[src/rtl/if_fetch_pkg.sv]
// if_fetch_pkg: shared FSM encodings and default constants for the fetch stage
package if_fetch_pkg;
   typedef enum logic [2:0] {
      ST_BOOT  = 3'd0,
      ST_FETCH = 3'd1,
      ST_WAIT  = 3'd2,
      ST_HOLD  = 3'd3,
      ST_DROP  = 3'd4
   } state_t;
   localparam logic [31:0] NOP_INST_DEF = 32'h0000_0000;
   localparam logic [31:0] RESET_PC_DEF = 32'h0000_0000;
endpackage

[src/rtl/if_next_pc.sv]
// if_next_pc: sequential PC increment and redirect target selection (branch wins over jump)
module if_next_pc (
   input  logic [31:0] pc,
   input  logic        advance,
   input  logic        branch_taken,
   input  logic [31:0] branch_target,
   input  logic        jump,
   input  logic [31:0] jump_target,
   output logic [31:0] pc_add4,
   output logic        redirect,
   output logic [31:0] pc_next
);
   always_comb begin
      pc_add4  = pc + 32'd4;
      redirect = branch_taken | jump;
      pc_next  = branch_taken ? branch_target : jump ? jump_target : advance ? pc_add4 : pc;
   end
endmodule

[src/rtl/if_fetch.sv]
// if_fetch: instruction-fetch stage with single outstanding imem request, stall hold and redirect drop.
// Optional IF_PERF_CNT_EN adds perf_fetched/perf_flushed counters.
module if_fetch
   import if_fetch_pkg::*;
#(
   parameter logic [31:0] RESET_PC = RESET_PC_DEF,
   parameter logic [31:0] NOP_INST = NOP_INST_DEF
) (
   input  logic        clk,
   input  logic        rst,
   input  logic        stall,
   input  logic        branch_taken,
   input  logic [31:0] branch_target,
   input  logic        jump,
   input  logic [31:0] jump_target,
   output logic        imem_req,
   output logic [31:0] imem_addr,
   input  logic        imem_ready,
   input  logic [31:0] imem_rdata,
   output logic [31:0] PCAdd4,
   output logic [31:0] Inst,
`ifdef IF_PERF_CNT_EN
   output logic [31:0] perf_fetched,
   output logic [31:0] perf_flushed,
`endif
   output logic        IFFlush
);
   state_t      state, state_nx;
   logic [31:0] pc, pc_next, pc_add4, hold_buf;
   logic        redirect, advance;

   if_next_pc u_next_pc (
      .pc(pc),
      .advance(advance),
      .branch_taken(branch_taken),
      .branch_target(branch_target),
      .jump(jump),
      .jump_target(jump_target),
      .pc_add4(pc_add4),
      .redirect(redirect),
      .pc_next(pc_next)
   );

   always_ff @(posedge clk) begin
      if (rst) begin
         state    <= ST_BOOT;
         pc       <= RESET_PC;
         hold_buf <= NOP_INST;
      end else begin
         state <= state_nx;
         pc    <= pc_next;
         if (state == ST_WAIT && imem_ready && stall && !redirect) hold_buf <= imem_rdata;
      end
   end

   // A redirect in WAIT with no response yet leaves one in flight, which DROP must absorb.
   always_comb begin
      state_nx = state;
      unique case (state)
         ST_BOOT:  state_nx = ST_FETCH;
         ST_FETCH: state_nx = (redirect || stall) ? ST_FETCH : ST_WAIT;
         ST_WAIT:  state_nx = redirect ? (imem_ready ? ST_FETCH : ST_DROP) :
                              imem_ready ? (stall ? ST_HOLD : ST_FETCH) : ST_WAIT;
         ST_HOLD:  state_nx = (redirect || !stall) ? ST_FETCH : ST_HOLD;
         ST_DROP:  state_nx = imem_ready ? ST_FETCH : ST_DROP;
         default:  state_nx = ST_BOOT;
      endcase
   end

   always_comb begin
      advance   = !stall && ((state == ST_WAIT && imem_ready) || state == ST_HOLD);
      imem_req  = state == ST_FETCH && !stall && !redirect;
      imem_addr = {pc[31:2], 2'b00};
      PCAdd4    = pc_add4;
      IFFlush   = redirect;
      Inst      = redirect ? NOP_INST :
                  (state == ST_WAIT && imem_ready) ? imem_rdata :
                  (state == ST_HOLD) ? hold_buf : NOP_INST;
   end

`ifdef IF_PERF_CNT_EN
   always_ff @(posedge clk) begin
      if (rst) begin
         perf_fetched <= 32'd0;
         perf_flushed <= 32'd0;
      end else begin
         if (advance && !redirect) perf_fetched <= perf_fetched + 32'd1;
         if (redirect) perf_flushed <= perf_flushed + 32'd1;
      end
   end
`endif
endmodule

[config.mk]
export PLATFORM = sky130hd
export DESIGN_NAME = if_fetch
export DESIGN_NICKNAME = d
export VERILOG_FILES = /design/src/rtl/if_fetch_pkg.sv /design/src/rtl/if_next_pc.sv /design/src/rtl/if_fetch.sv
export SDC_FILE = /design/constraint.sdc
export NUM_CORES = 1
export LEC_CHECK = 0
export BUFFER_PORTS_ARGS = -buffer_cell sky130_fd_sc_hd__buf_2
export CAP_MARGIN = 20
export CORE_MARGIN = 2
export CORE_UTILIZATION = 43
export DETAILED_ROUTE_END_ITERATION = 12
export GPL_ROUTABILITY_DRIVEN = 0
export PLACE_DENSITY_LB_ADDON = 0.12
export SYNTH_ARGS = -nofsm -noshare
export SYNTH_HDL_FRONTEND = slang
export SYNTH_SLANG_ARGS = --single-unit
export TNS_END_PERCENT = 5
[constraint.sdc]
create_clock -name clk -period 2.2 [get_ports clk]
set_clock_uncertainty 0.2 [all_clocks]
set_input_delay 0.22 -clock clk [delete_from_list [all_inputs] [get_ports clk]]
set_output_delay 0.22 -clock clk [all_outputs]
set_load 0.03 [all_outputs]
* Word-level counts from Yosys, hierarchy flattened *
Index checks and enable logic that the tools add are counted.

word-level totals
  bits in registers = 67
  bits of input ports = 102
  output and inout bits = 98
  word-level logic and storage cells = 35

cells by class
  add/subtract/negate cells = 1
  equality and inequality tests = 4
  multiplexer cells = 13
  bitwise gates (word level) = 1
  reductions and logical operators = 13

operators with widths
  operator                                        number
  two-way mux 32 bit                              6
  adder 32 x 3 -> 32 bit (second input constant)  1
  one-hot mux 3 bit (5 select lines)              1
  two-way mux 2 bit                               4
  == test 3 x 2 -> 1 bit (second input constant)  2
  logical AND 1 bit                               6
  two-way mux 3 bit                               2
  == test 3 x 1 -> 1 bit (second input constant)  1
  == test 3 bit (second input constant)           1
  zero test 3 bit                                 1
  logical OR 1 bit                                3
  nonzero test 3 bit                              1
  zero test 1 bit                                 2
  OR 1 bit                                        1

* Logic depth before layout (Yosys ltp) *
  depth in word-level cells = 7
  depth in mapped cells = 9
  gate-level depth less buffers = 6

* By module *
A second synthesis with hierarchy kept.

unflattened totals
  cell total of the unflattened synthesis = 604
  area total of the unflattened synthesis = 4813.4 um2

by module, submodules not included
  module      times used  cells each  area an instance (um2)
  if_fetch    1           336         3120.5
  if_next_pc  1           268         1692.9

* Worst setup path before layout *
No wires, ideal clock.

  path type = register to output
  start = register pc[3]
  end = output PCAdd4[22]
  arrival = 2243 ps
  required time = 1780 ps
  path slack = -463 ps
  cell stages (with the launch flop) = 8
  path buffers = 2
  cell sequence = dfxtp_1 ha_1 clkbuf_1 and4_1 nand4_4 buf_6 nor3_1 xor2_1

between the ends
  longest elaborated chain between the ends = 1

RTL lines
  item                    RTL line          text
  start, declared         if_fetch.sv:29    logic [31:0] pc, pc_next, pc_add4, hold_buf;
  start signal, assigned  if_fetch.sv:51    pc <= pc_next;
  adder 32 x 3 -> 32 bit  if_next_pc.sv:14  pc_add4 = pc + 32'd4;
  end, declared           if_fetch.sv:20    output logic [31:0] PCAdd4,

No other way between the ends.

* Worst setup path in the final report *
  start = register pc[19]
  end = output PCAdd4[30]

Same word-level chain as after synthesis.

==> flow_summary.ini <==
[clock_tree]
clk_latency_ns = 0.35
cts_made_buffers = 9
root_buffer = clkbuf_8
h-tree-depth = 3
cts_tree = yes
clk_pin_slew_ns = 0.07
clockBufferDepth = 2
cts_sinks = 67

[power]
irDropWorstVdd_uv = 374
p_leak_uw = 0.00308
power_density_mw_per_mm2 = 480

[layout]
drive_gt1_share_pct = 41.2
nFillCells = 781
final_cell_area_sq_mm = 0.00695
fin_nets = 967
finish.utilization_pct = 70.4
synthToLayoutAreaGrowth_pct = 57.8

[floorplanning]
die_y_microns = 105
rows = 36
die_area_sq_mm = 0.0111
core_sq_mm = 0.00986
io_pins = 200
initial_core_util_pct = 44.6
die_w_microns = 105

[place]
postPlaceCellArea_sq_mm = 0.00597
preCtsSetupSlack_ns = 0.0206
dpl.hpwl_microns = 11200
portBuffers = 197

[sta]
setup_ws_ns = -0.128
rsz0062_at_grt = true
max_freq_ghz = 0.430
min_period_over_period_pct = 106
slew_violations = 0
period_minus_slack_ns = 2.33
setup_viol = 14
final_hold_viol_count = 0

[grt]
grt_max_degree = 34
grt_overflow = 0
antenna_found_initial = 0
met2_usage_pct = 52.9
grt.met1_usage_pct = 32.8
grtUsageTotal_pct = 28.6
grt_pass1_wl_microns = 26100
grt-busiest-layer = met2
grt_pass1_vias = 5434
met3_usage_pct = 6.18

[critical_path]
path_cells = nand4_4 -> or3_4 -> nor3_4 -> nand2_2 -> xnor2_4 -> buf_4
max_stage_delay_ns = 0.40
cp_max_fo = 3
path_class = reg -> out
path_buf_inv = 1
cp_data_required_time_ns = 1.78
end_kind = primary output
crit_path_top_delay_cell = or3_4
start_kind = flop
cp.arrival_ns = 1.91
critPathTopFamily = simple AND/OR/NAND/NOR gates

[yosys]
syn_area_sq_mm = 0.00440
ys_types = 60
synth_top_family_by_area = simple AND/OR/NAND/NOR gates
muxShareOfSynthArea_pct = 1.14
syn_inst = 602
synth_top_area_share_pct = 30.5
synthAdderAreaFrac_pct = 0.284
synth-compound-area-share_pct = 26.9
yosysSeqAreaShare_pct = 30.5
synth_xor_xnor_area_share_pct = 6.77
ys_warn_count = 0
synth_edf_count = 0
async_flop_share_pct = 0
yosys.area_share.simple_pct = 27.7
synth_top_area_cell = dfxtp_1
synth_area_leaders = dfxtp_1 (30%), nand2_1 (9.4%), a22oi_1 (7.3%)
syn_area_per_cell_sq_um = 7.31
synth-seq-cells = 67
synth_ff_type = dfxtp_1

[routing]
drcViolationCount = 0
drtPass1Iterations = 5
totalWireLength_microns = 16300
num_vias = 5593
drtIter0Drc = 333
wl_per_cell_microns = 16.3
ant_nets = 0
vias_per_cell = 5.58

[run_status]
violations = setup timing
status = finished, violations left

[hold_path]
hp-class = in -> reg

[job]
cap_violations = 0
[logic make-up (layout without fill, tap and decap cells)]
family | count (synthesis) | after routing
XOR/XNOR | 34 | 34
AND/OR/NAND/NOR | 247 | 247
multiplexers | 5 | 5
AO/OA/AOI/OAI | 181 | 181
flip-flops | 67 | 67
adder cells (fa/ha/maj) | 1 | 1
buffers and inverters | 66 | 331
other | 1 | 3
[power breakdown]
part / internal [uW] / switching, uW / leakage [uW]
registers: 1260 / 40.2 / 0.000556
clock network: 636 / 509 / 0.000106
logic: 372 / 518 / 0.00242
[path summary, 6_finish.rpt]
check                       start         end  slack (ns)  cells past startpoint
hold / removal    jump_target[20]      pc[20]        0.02                      3
setup / recovery           pc[19]  PCAdd4[30]       -0.13                      6
setup reg to reg            pc[7]      pc[22]        0.03                      8
hold reg to reg          state[0]    state[2]        0.25                      1
[state kept, by name (all words and copies together) (netlist names)]
register	cells
state	3
pc	32
hold_buf	32
[worst register-to-register path, cell delays in order, from the launching register on]
cell	delay [ns]
dfxtp_2	0.33
and4_4	0.26
buf_6	0.12
buf_6	0.09
nand4_4	0.17
buf_4	0.23
o41a_1	0.35
o21ai_0	0.18
a221oi_1	0.10
[metal layers]
| layer | vias up | part of all wire, % |
|---|---|---|
| li1 | 2661 | - |
| met1 | 2625 | 38 |
| met2 | 265 | 52 |
| met3 | 42 | 7.2 |
| met4 | 0 | 2.4 |
| met5 | - | 0 |
[cells in the mapped netlist, types with 3 or more instances]
library cell / number
nor2b_1: 3
clkbuf_1: 31
o21a_1: 5
a21oi_1: 63
a2111o_1: 3
mux2i_1: 5
nor2_1: 61
nand2b_1: 9
xnor2_1: 23
and4_1: 5
nand2_1: 110
o22ai_1: 4
dfxtp_1: 67
a22oi_1: 43
a31oi_1: 5
nor4_1: 6
o21ai_0: 19
o211ai_1: 5
nand4_1: 6
inv_1: 9
and3_1: 8
nand3_1: 9
buf_2: 19
or3_1: 3
buf_4: 4
a211oi_1: 14
nor4_2: 3
nor3_1: 10
xor2_1: 11
[cells in the final DEF (no fill, tap or decap), drive strengths merged, types with 3 or more instances in the layout]
cell,instances
nor3,10
a21oi,63
xnor2,23
o21ai,19
nand4,10
o21a,5
a211oi,16
nor2,61
or3,4
nand3,11
buf,258
nand2b,9
a31oi,5
inv,10
mux2i,5
o211ai,5
a22oi,43
a2111o,3
and3,8
xor2,11
nor2b,3
nor4,10
and4,5
o22ai,4
clkbuf,15
nand2,110
dlygate4sd3,43
dfxtp,67
[layout make-up]
cell class / count / area, sq um / area share [%]
clock buffers: 9 / 124 / 1.78
repair buffers: 307 / 2070 / 29.8
inverters: 9 / 33.8 / 0.486
well taps: 133 / 166 / 2.40
flip-flops and latches: 67 / 1380 / 19.8
clock inverters: 6 / 90.1 / 1.30
diodes: 1 / 2.50 / 0.0360
multi-input cells: 470 / 3080 / 44.4
[repair_timing]
item,4_1_cts,5_1_grt
resized for setup,40,52
hold buffers,43,0
setup endpoints to repair,48,56
pin swaps,9,14
endpoints found under the hold margin,42,0
buffers inserted,5,2
[per-stage QoR]
stage	hold WS [ns]	power, uW	instances	setup TNS, ns
5_1_grt	0.0228	3470	1001	-3.30
3_5_place_dp	0.244	2120	936	0
4_1_cts	0.00205	3340	999	-2.07
6_report	0.0224	3330	1002	-1.21
2_1_floorplan	0.0985	1800	603	-0.563
3_3_place_gp	0.234	2100	936	0
No activity file was read; power rests on OpenSTA's default activity.
